## config.mk

```make
export PLATFORM = sky130hd
export DESIGN_NAME = flt2int_param
export DESIGN_NICKNAME = d
export VERILOG_FILES = /design/src/rtl/flt2int_param.sv
export SDC_FILE = /design/constraint.sdc
export NUM_CORES = 1
export LEC_CHECK = 0
export BUFFER_PORTS_ARGS = -buffer_cell sky130_fd_sc_hd__buf_2
export CORE_MARGIN = 4
export CORE_UTILIZATION = 43
export CTS_CLUSTER_DIAMETER = 50
export DETAILED_ROUTE_END_ITERATION = 8
export HOLD_SLACK_MARGIN = 0.05
export PLACE_DENSITY_LB_ADDON = 0.1
export SYNTH_ARGS = -nofsm -noshare
export SYNTH_HDL_FRONTEND = slang
export SYNTH_SLANG_ARGS = --single-unit
```

## constraint.sdc

```tcl
create_clock -name Clk -period 9 [get_ports Clk]
set_input_delay 0.9 -clock Clk [delete_from_list [all_inputs] [get_ports Clk]]
set_output_delay 0.9 -clock Clk [all_outputs]
set_load 0.005 [all_outputs]
```

## src/rtl/flt2int_param.sv

```systemverilog
// Purpose: multi-cycle float {sign,exp,frac} to signed INT_W integer converter, truncate or round-nearest-even.
// Latency: Start-accepting edge through Done edge is S+3 cycles (S = shift count), 2 cycles for specials.
// Backpressure: Start is only accepted in IDLE/DONE; Start while Busy is ignored; Result is held while Done.
//
// Ports:
//   Clk, Reset       clock and synchronous active-high reset
//   Start, Mode      conversion request; Mode 0 = truncate, 1 = round-nearest-even
//   FltIn            {sign, exp[EXP_W], frac[MAN_W]} latched on the accepting edge
//   Busy, Done       Busy in PARSE/SHIFT/ROUND; Done level-high in DONE
//   Result           signed result, valid while Done
//   Overflow/Invalid/Inexact  exception flags, updated only on entry to DONE
module flt2int_param #(
  parameter int EXP_W = 5,
  parameter int MAN_W = 10,
  parameter int INT_W = 16
) (
  input  logic                   Clk,
  input  logic                   Reset,
  input  logic                   Start,
  input  logic                   Mode,
  input  logic [EXP_W+MAN_W:0]   FltIn,
  output logic                   Busy,
  output logic                   Done,
  output logic [INT_W-1:0]       Result,
  output logic                   Overflow,
  output logic                   Invalid,
  output logic                   Inexact
);

  localparam int BIAS    = (1 << (EXP_W - 1)) - 1;
  // two spare bits above the widest operand so rounding never wraps
  localparam int DW      = ((INT_W > MAN_W + 1) ? INT_W : MAN_W + 1) + 2;
  // right shifts beyond MAN_W+2 cannot change guard/sticky any further
  localparam int RSH_MAX = MAN_W + 2;
  localparam int LSH_MAX = (INT_W - 2 - MAN_W > 0) ? INT_W - 2 - MAN_W : 0;
  localparam int CW      = $clog2(((RSH_MAX > LSH_MAX) ? RSH_MAX : LSH_MAX) + 1);

  localparam logic [CW-1:0]    CNT_ONE = {{(CW-1){1'b0}}, 1'b1};
  localparam logic [DW-1:0]    NEG_LIM = {{(DW-INT_W){1'b0}}, 1'b1, {(INT_W-1){1'b0}}};
  localparam logic [DW-1:0]    POS_LIM = NEG_LIM - {{(DW-1){1'b0}}, 1'b1};
  localparam logic [INT_W-1:0] SAT_POS = {1'b0, {(INT_W-1){1'b1}}};
  localparam logic [INT_W-1:0] SAT_NEG = {1'b1, {(INT_W-1){1'b0}}};
  localparam logic [INT_W-1:0] ONE_I   = {{(INT_W-1){1'b0}}, 1'b1};

  typedef enum logic [2:0] {
    S_IDLE,
    S_PARSE,
    S_SHIFT,
    S_ROUND,
    S_DONE
  } state_t;

  state_t              state_q, state_d;
  logic                sign_q, sign_d;
  logic [EXP_W-1:0]    exp_q, exp_d;
  logic [MAN_W-1:0]    frac_q, frac_d;
  logic                mode_q, mode_d;
  logic [DW-1:0]       mag_q, mag_d;
  logic                guard_q, guard_d;
  logic                sticky_q, sticky_d;
  logic                left_q, left_d;
  logic [CW-1:0]       cnt_q, cnt_d;
  logic [INT_W-1:0]    result_q, result_d;
  logic                ovf_q, ovf_d;
  logic                inv_q, inv_d;
  logic                inx_q, inx_d;

  logic                rnd_up;
  logic [DW-1:0]       mag_r;
  int                  e_val;
  int                  sh_val;

  // round-nearest-even: round up on guard when anything below it is set or the result is odd
  assign rnd_up = mode_q & guard_q & (sticky_q | mag_q[0]);
  assign mag_r  = mag_q + {{(DW-1){1'b0}}, rnd_up};

  always_comb begin
    state_d  = state_q;
    sign_d   = sign_q;
    exp_d    = exp_q;
    frac_d   = frac_q;
    mode_d   = mode_q;
    mag_d    = mag_q;
    guard_d  = guard_q;
    sticky_d = sticky_q;
    left_d   = left_q;
    cnt_d    = cnt_q;
    result_d = result_q;
    ovf_d    = ovf_q;
    inv_d    = inv_q;
    inx_d    = inx_q;
    e_val    = int'(exp_q) - BIAS;
    sh_val   = 0;

    case (state_q)
      S_IDLE, S_DONE: begin
        if (Start) begin
          state_d = S_PARSE;
          sign_d  = FltIn[EXP_W+MAN_W];
          exp_d   = FltIn[EXP_W+MAN_W-1:MAN_W];
          frac_d  = FltIn[MAN_W-1:0];
          mode_d  = Mode;
        end
      end

      S_PARSE: begin
        if (&exp_q) begin
          state_d = S_DONE;
          inx_d   = 1'b0;
          if (|frac_q) begin
            result_d = '0;
            ovf_d    = 1'b0;
            inv_d    = 1'b1;
          end else begin
            result_d = sign_q ? SAT_NEG : SAT_POS;
            ovf_d    = 1'b1;
            inv_d    = 1'b0;
          end
        end else if (~|exp_q) begin
          // zero or subnormal: magnitude is below one
          state_d  = S_DONE;
          result_d = '0;
          ovf_d    = 1'b0;
          inv_d    = 1'b0;
          inx_d    = |frac_q;
        end else if (e_val > INT_W - 2) begin
          state_d  = S_DONE;
          result_d = sign_q ? SAT_NEG : SAT_POS;
          ovf_d    = 1'b1;
          inv_d    = 1'b0;
          inx_d    = 1'b0;
        end else begin
          mag_d    = {{(DW-MAN_W-1){1'b0}}, |exp_q, frac_q};
          guard_d  = 1'b0;
          sticky_d = 1'b0;
          if (e_val >= MAN_W) begin
            left_d = 1'b1;
            sh_val = e_val - MAN_W;
          end else begin
            left_d = 1'b0;
            sh_val = (MAN_W - e_val > RSH_MAX) ? RSH_MAX : MAN_W - e_val;
          end
          cnt_d   = CW'(sh_val);
          state_d = (sh_val == 0) ? S_ROUND : S_SHIFT;
        end
      end

      S_SHIFT: begin
        if (left_q) begin
          mag_d = {mag_q[DW-2:0], 1'b0};
        end else begin
          mag_d    = {1'b0, mag_q[DW-1:1]};
          guard_d  = mag_q[0];
          sticky_d = sticky_q | guard_q;
        end
        cnt_d = cnt_q - CNT_ONE;
        if (cnt_q == CNT_ONE) begin
          state_d = S_ROUND;
        end
      end

      S_ROUND: begin
        state_d = S_DONE;
        inv_d   = 1'b0;
        // negative side can reach one step further than positive
        if ((!sign_q && (mag_r > POS_LIM)) || (sign_q && (mag_r > NEG_LIM))) begin
          result_d = sign_q ? SAT_NEG : SAT_POS;
          ovf_d    = 1'b1;
          inx_d    = 1'b0;
        end else begin
          result_d = sign_q ? (~mag_r[INT_W-1:0] + ONE_I) : mag_r[INT_W-1:0];
          ovf_d    = 1'b0;
          inx_d    = guard_q | sticky_q;
        end
      end

      default: begin
        state_d = S_IDLE;
      end
    endcase
  end

  always_ff @(posedge Clk) begin
    if (Reset) begin
      state_q  <= S_IDLE;
      sign_q   <= 1'b0;
      exp_q    <= '0;
      frac_q   <= '0;
      mode_q   <= 1'b0;
      mag_q    <= '0;
      guard_q  <= 1'b0;
      sticky_q <= 1'b0;
      left_q   <= 1'b0;
      cnt_q    <= '0;
      result_q <= '0;
      ovf_q    <= 1'b0;
      inv_q    <= 1'b0;
      inx_q    <= 1'b0;
    end else begin
      state_q  <= state_d;
      sign_q   <= sign_d;
      exp_q    <= exp_d;
      frac_q   <= frac_d;
      mode_q   <= mode_d;
      mag_q    <= mag_d;
      guard_q  <= guard_d;
      sticky_q <= sticky_d;
      left_q   <= left_d;
      cnt_q    <= cnt_d;
      result_q <= result_d;
      ovf_q    <= ovf_d;
      inv_q    <= inv_d;
      inx_q    <= inx_d;
    end
  end

  assign Busy     = (state_q == S_PARSE) || (state_q == S_SHIFT) || (state_q == S_ROUND);
  assign Done     = (state_q == S_DONE);
  assign Result   = result_q;
  assign Overflow = ovf_q;
  assign Invalid  = inv_q;
  assign Inexact  = inx_q;

endmodule

```

==> results of run 1 <==
==> logic make-up (layout without fill, tap and decap cells) <==
group                    after synthesis  count (layout)  share of synthesized area [%]
multiplexers                          11              11                           2.51
AO/OA/AOI/OAI                        153             153                           24.4
AND/OR/NAND/NOR                      240             240                           26.7
flip-flops                            64              64                           29.2
buffers and inverters                 60              73                           5.71
XOR/XNOR                              36              36                           7.19
adder cells (fa/ha/maj)               15              15                           4.28
==> routing by layer <==
layer | track usage (%) | up-vias
met4 | 7.94 | 0
met2 | 32.6 | 79
li1 | - | 2101
met1 | 26.1 | 1951
met5 | 0 | -
met3 | 2.55 | 17
==> layout by cell type (no fill, tap or decap), types with 4 or more instances in the layout <==
cell	count
o21ai_0	20
mux2i_1	11
nor3_1	17
a21oi_1	38
dfxtp_1	64
inv_1	14
clkbuf_8	10
xor2_1	13
o31ai_1	5
or3_1	5
buf_2	40
nor2_1	66
nor2b_1	11
a211oi_1	15
and3_1	6
a22oi_1	4
a31oi_1	16
nand4_1	4
o22ai_1	4
nor4_1	6
ha_1	15
nand3_1	16
xnor2_1	23
nand2_1	80
a311oi_1	14
==> sequential cells by signal, summed over array words and instances (netlist names) <==
name / flops
sticky_q: 1
mode_q: 1
exp_q: 5
Inexact: 1
state_q: 3
Overflow: 1
Result: 16
cnt_q: 4
left_q: 1
Invalid: 1
mag_q: 18
frac_q: 10
guard_q: 1
sign_q: 1
==> area by class of cell <==
class	count	area [um^2]	share of cell area, %
Multi-Input combinational cell	455	2860	60.2
Sequential cell	64	1280	26.9
Timing Repair Buffer	42	215	4.53
Tap cell	133	166	3.50
Clock buffer	12	145	3.05
Inverter	15	56.3	1.18
Clock inverter	4	30.0	0.632
==> synthesized netlist by cell type (all sizes together) (4+ instances only) <==
cell type | n | area, um^2
xnor2 | 23 | 201
nor3 | 20 | 110
a211oi | 18 | 150
inv | 14 | 52.6
o21ai | 21 | 105
nor2 | 66 | 248
o31ai | 5 | 37.5
and3 | 6 | 37.5
nand4 | 5 | 46.3
ha | 15 | 188
nand3 | 16 | 80.1
mux2i | 11 | 110
a31oi | 17 | 121
a22oi | 5 | 42.5
xor2 | 13 | 114
nor2b | 11 | 68.8
nor4 | 8 | 62.6
buf | 9 | 58.8
and2 | 4 | 25.0
or3 | 5 | 31.3
a311oi | 14 | 123
dfxtp | 64 | 1280
clkbuf | 36 | 135
a21oi | 39 | 195
o22ai | 4 | 25.0
nand2 | 80 | 300
==> path summary, 6_finish.rpt <==
| check | from | end | slack, ns |
|---|---|---|---|
| setup / recovery | mag_q[0] | Inexact | 5.27 |
| hold / removal | Invalid | Invalid | 0.47 |
| setup reg to reg | mag_q[0] | Inexact | 5.27 |
| hold reg to reg | Invalid | Invalid | 0.47 |
==> worst max-delay path, cell delays in order (launching register included) <==
cell      delay (ns)
dfxtp_1         0.40
o211a_1         0.16
ha_1            0.26
ha_1            0.45
nand4_4         0.25
nor4_1          0.48
nand4_1         0.15
nand3_1         0.16
or3b_4          0.42
a31oi_4         0.38
o221ai_1        0.20
a311oi_1        0.31
==> power groups by stage <==
stage / Sequential [mW] / Combinational [mW] / Clock, mW
floorplan: 0.334 / 0.214 / 0
global placement: 0.354 / 0.259 / 0
detailed placement: 0.355 / 0.262 / 0
CTS: 0.348 / 0.264 / 0.230
global route: 0.354 / 0.296 / 0.240
finish: 0.348 / 0.264 / 0.225
==> flow_summary.toml, run 1 <==
[place]
post-place-ws_ns = 5.33
gp_congestion = 0.875
placedCellCount = 709
io_buffers = 40
dp_hpwl_mm = 8.10
placed_area_um2 = 4580

[cts]
clk_pin_slew_ns = 0.07
cts.sinks = 64
post_cts_buffers = 0
htreeDepth = 3
cts_buffers = 9
insertion_delay_ns = 0.35
root_buffer = "clkbuf_8"
clockBufferDepth = 2
cts_resized = 0
cts_tree = "done"
ctsHoldBuffers = 0

[worst_setup_path]
critPathKind = "reg2reg"
cp.required_ns = 9.25
cp-end-kind = "flop"
crit_arrival_ns = 3.98
crit_fanout = 13
reg2reg_depth = 11
crit_path_start_kind = "flop"

[global_routing]
antenna_found_initial = 0
grt_max_degree = 64
first_global_vias = 3822
grt_first_pass_wirelength_mm = 18.8
grt_usage_pct = 19.8
grt.overflow.total = 0

[power]
swShare_pct = 36.9
combPwrFrac_pct = 31.5
p_seq_share_pct = 41.6
cellLeakagePower_nw = 1.76
switchingPower_uw = 309
power_density_nw_per_um2 = 176
p_clk_share_pct = 26.8
finalPower_uw = 837
internal_power_uw = 528
ir_drop_mv = 0.0646

[floorplan]
die_w_um = 109
num_io_pins = 41
dieArea_um2 = 11900
initial_utilization_pct = 44.4
die_h_um = 109
row_count = 36
coreArea_um2 = 9860

[routing]
wl_met3_um = 431
dr.first_iter.drc_count = 170
wl_met2_mm = 5.30
drt_wl_total_mm = 11.2
drc_errors = 0
met1_length_mm = 5.24
routed.top_layer = "met4"
ant_nets = 0
wire_per_inst_um = 15.4
drt-pass1-iter-count = 5
vias = 4148
vias_per_cell = 5.72

[min_path]
hold_path_class = "reg2reg"
hold_depth = 2

[layout]
drive_gt1_share_pct = 12.7
area_delta_synth_final_pct = 8.48
finalNetCount = 622
utilization_pct = 48.2
antenna_cells = 0
layout.cells.non_filler = 725
final_cell_area_um2 = 4750
fill_cells = 989

[sta]
fin_crit_ns = 3.73
tightest_slew_ns = 1.19
slew_violations = 0
whs_ns = 0.474
slew_headroom_pct = 20.4
fin_crit_sh_pct = 41.4
setup_violations = 0
grt_setup_unrepaired = "no"
fin_ws_ns = 5.27
tns_ns = 0
skew_ns = 0.0128
hold_viol = 0
max_clock_freq_ghz = 0.268

[run_status]
outcome = "complete, no violations"

[job]
cap_violations = 0

[yosys]
ys_ff_latch = 64
ys.flop_type = "dfxtp_1"
syn_inst = 579
avgSynthCellArea_um2 = 7.57
synth_area_um2 = 4380
synth_edf_count = 0
ys_seq_area_share_pct = 29.2
synthArstFlopShare_pct = 0
synth_fp_nets = 614
yosysWarnings = 0
synth.distinct_cells = 66
No activity file was read; power rests on OpenSTA's default activity.
==> run 2, diff against run 1 <==
--- a/config.mk
+++ b/config.mk
@@ -5,6 +5,7 @@
 export SDC_FILE = /design/constraint.sdc
 export NUM_CORES = 1
 export LEC_CHECK = 0
+export ABC_AREA = 1
 export BUFFER_PORTS_ARGS = -buffer_cell sky130_fd_sc_hd__buf_2
 export CORE_MARGIN = 4
 export CORE_UTILIZATION = 43
==> constraint.sdc (replaced) <==
create_clock -name Clk -period 3.46 [get_ports Clk]
set_input_delay 0.346 -clock Clk [delete_from_list [all_inputs] [get_ports Clk]]
set_output_delay 0.346 -clock Clk [all_outputs]
set_load 0.005 [all_outputs]
==> run 2 against run 1 <==
Net effect:
- cell count is 18% higher
- core utilization is 1.0 points higher
- register-to-register slack worse by 4.6 ns
- critical path depth is 4 higher
- non-clock buffer count is 1 higher
- highest routed layer unchanged
- sequential cell count stayed put
==> flow_summary.toml, run 2 <==
[floorplan]
die_w_um = 108
num_io_pins = 41
die_h_um = 108
initial_utilization_pct = 44.3
dieArea_um2 = 11700
coreArea_um2 = 9770
row_count = 36

[routing]
met1_length_mm = 5.69
wire_per_inst_um = 13.2
routed.top_layer = "met4"
dr.first_iter.drc_count = 310
drt-pass1-iter-count = 6
vias_per_cell = 5.08
vias = 4324
wl_met3_um = 484
drc_errors = 0
ant_nets = 0
wl_met2_mm = 4.89
drt_wl_total_mm = 11.2

[worst_setup_path]
critPathKind = "reg2reg"
crit_path_start_kind = "flop"
crit_end = "Result[14]"
cp.required_ns = 3.73
slowest_stage = "dfxtp_1"
r2r_end = "Result[14]"
crit_buf_inv = 2
critPathTopFamily = "simple AND/OR/NAND/NOR gates"
worstSetupStartpoint = "mag_q[0]"
crit_chain = "o211a_1 -> ha_1 -> ha_1 -> inv_1 -> ha_1 -> inv_1 -> nor2_1 -> nand2_2 -> nor2_4 -> nand3_2 -> nor2_4 -> nand4_4 -> a21oi_4 -> nand2_1 -> a21oi_1"
r2r_slack_ns = 0.66
cpPeakStageDelay_ns = 0.35
reg2reg_from = "mag_q[0]"
cp.depth = 15
crit_fanout = 15
crit_arrival_ns = 3.07
cp-end-kind = "flop"
reg2reg_depth = 15
crit_top_cell = "ha_1"

[yosys]
ys_top_cells_by_count = "nand2_1 (170), nor2_1 (89), inv_1 (72)"
ys_ff_latch = 64
yosysWarnings = 0
synth_area_um2 = 4330
synthArstFlopShare_pct = 0
synth_edf_count = 0
avgSynthCellArea_um2 = 6.31
ys_seq_area_share_pct = 29.6
synth_fp_nets = 722
ys.flop_type = "dfxtp_1"
syn_inst = 687
synth.distinct_cells = 39
synth.top_cell.area_share_pct = 29.6
yosysTopAreaCell = "dfxtp_1"
synth_area_leaders = "dfxtp_1 (30%), nand2_1 (15%), a21oi_1 (8.2%)"
synth_most_common_cell = "nand2_1"

[cts]
cts_tree = "done"
root_buffer = "clkbuf_8"
cts.sinks = 64
htreeDepth = 3
post_cts_buffers = 0
insertion_delay_ns = 0.35
cts_resized = 0
clockBufferDepth = 2
clk_pin_slew_ns = 0.08
ctsHoldBuffers = 0
cts_buffers = 9

[place]
dp_hpwl_mm = 8.47
post-place-ws_ns = 0.684
gp_congestion = 0.905
io_buffers = 40

[min_path]
hold_depth = 3
hold_path_class = "in2reg"

[sta]
grt_setup_unrepaired = "no"
fin_ws_ns = 0.662
tns_ns = 0
slew_headroom_pct = 25.5
max_clock_freq_ghz = 0.357
fin_crit_sh_pct = 80.9
fin_crit_ns = 2.80
skew_ns = 0.0114
setup_violations = 0
tightest_slew_ns = 1.12
slew_violations = 0
hold_viol = 0

[power]
switchingPower_mw = 1.62
power_density_nw_per_um2 = 741
internal_power_mw = 1.95
p_clk_share_pct = 20.4
p_seq_share_pct = 31.7
combPwrFrac_pct = 47.9
ir_drop_mv = 0.295
cellLeakagePower_nw = 2.28
swShare_pct = 45.3

[layout]
largest_reg_flops = 18
utilization_pct = 49.2
final_common_cell = "nand2_1"
area_delta_synth_final_pct = 11.0
mostFrequentLayoutCells = "nand2_1 (170), nor2_1 (89), inv_1 (72)"
drive_gt1_share_pct = 12.8
finalNetCount = 750
top_register = "mag_q"
fill_cells = 1081
antenna_cells = 0

[global_routing]
grt.overflow.total = 0
antenna_found_initial = 0
first_global_vias = 4096
grt_usage_pct = 20.3
grt_first_pass_wirelength_mm = 19.2
grt_max_degree = 43

[job]
cap_violations = 0

[run_status]
outcome = "complete, no violations"
-- run 2: how the worst min path moves through the flow --
stage | from | to | slack [ns]
finish | FltIn[8] | frac_q[8] | 0.24
global route | FltIn[2] | frac_q[2] | 0.24
CTS | FltIn[8] | frac_q[8] | 0.23
detailed placement | state_q[0] | state_q[0] | 0.45
global placement | state_q[0] | state_q[0] | 0.45
floorplan | state_q[0] | state_q[0] | 0.43
-- run 2: power by group through the flow --
stage          clock [mW]  combinational (mW)  sequential, mW
6_report            0.727                1.71            1.13
5_1_grt             0.772                1.96            1.16
4_1_cts             0.743                1.70            1.13
3_5_place_dp            0                1.69            1.15
3_3_place_gp            0                1.68            1.14
2_1_floorplan           0                1.31            1.09
-- run 2: per-layer routing --
metal / vias to the layer above / GRT usage, %
met2: 96 / 32.5
li1: 2288 / -
met3: 12 / 3.40
met5: - / 0
met4: 0 / 6.67
met1: 1928 / 27.9
-- run 2: layout make-up --
class / count / area [um^2] / area share [%]
clock inverter: 5 / 81.3 / 1.69
timing repair buffer: 43 / 223 / 4.63
clock buffer: 10 / 138 / 2.86
inverter: 74 / 278 / 5.77
multi-input combinational: 523 / 2650 / 55.0
tap: 133 / 166 / 3.46
sequential: 64 / 1280 / 26.6
-- run 2: kinds of logic after synthesis --
logic type	Yosys count	synth area share, %
buffers and inverters	100	9.41
XOR/XNOR	12	2.42
AND/OR/NAND/NOR	345	35.3
adder cells (fa/ha/maj)	15	4.33
AO/OA/AOI/OAI	151	19.0
flip-flops	64	29.6
-- run 2: per-stage QoR --
stage	total power, mW	std cells	cell area (um^2)	hold WS [ns]
CTS	3.58	852	4810	0.227
global placement	2.82	837	4590	0.451
global route	3.90	852	4810	0.245
finish	3.57	852	4810	0.238
detailed placement	2.84	837	4590	0.453
floorplan	2.40	687	4330	0.432
-- run 2: tightest hold or removal path: cells and delay by family --
kind | cells | cell delay, ns
AND/OR/NAND/NOR | 1 | 0.07
AO/OA/AOI/OAI | 1 | 0.07
buffers and inverters | 1 | 0.07
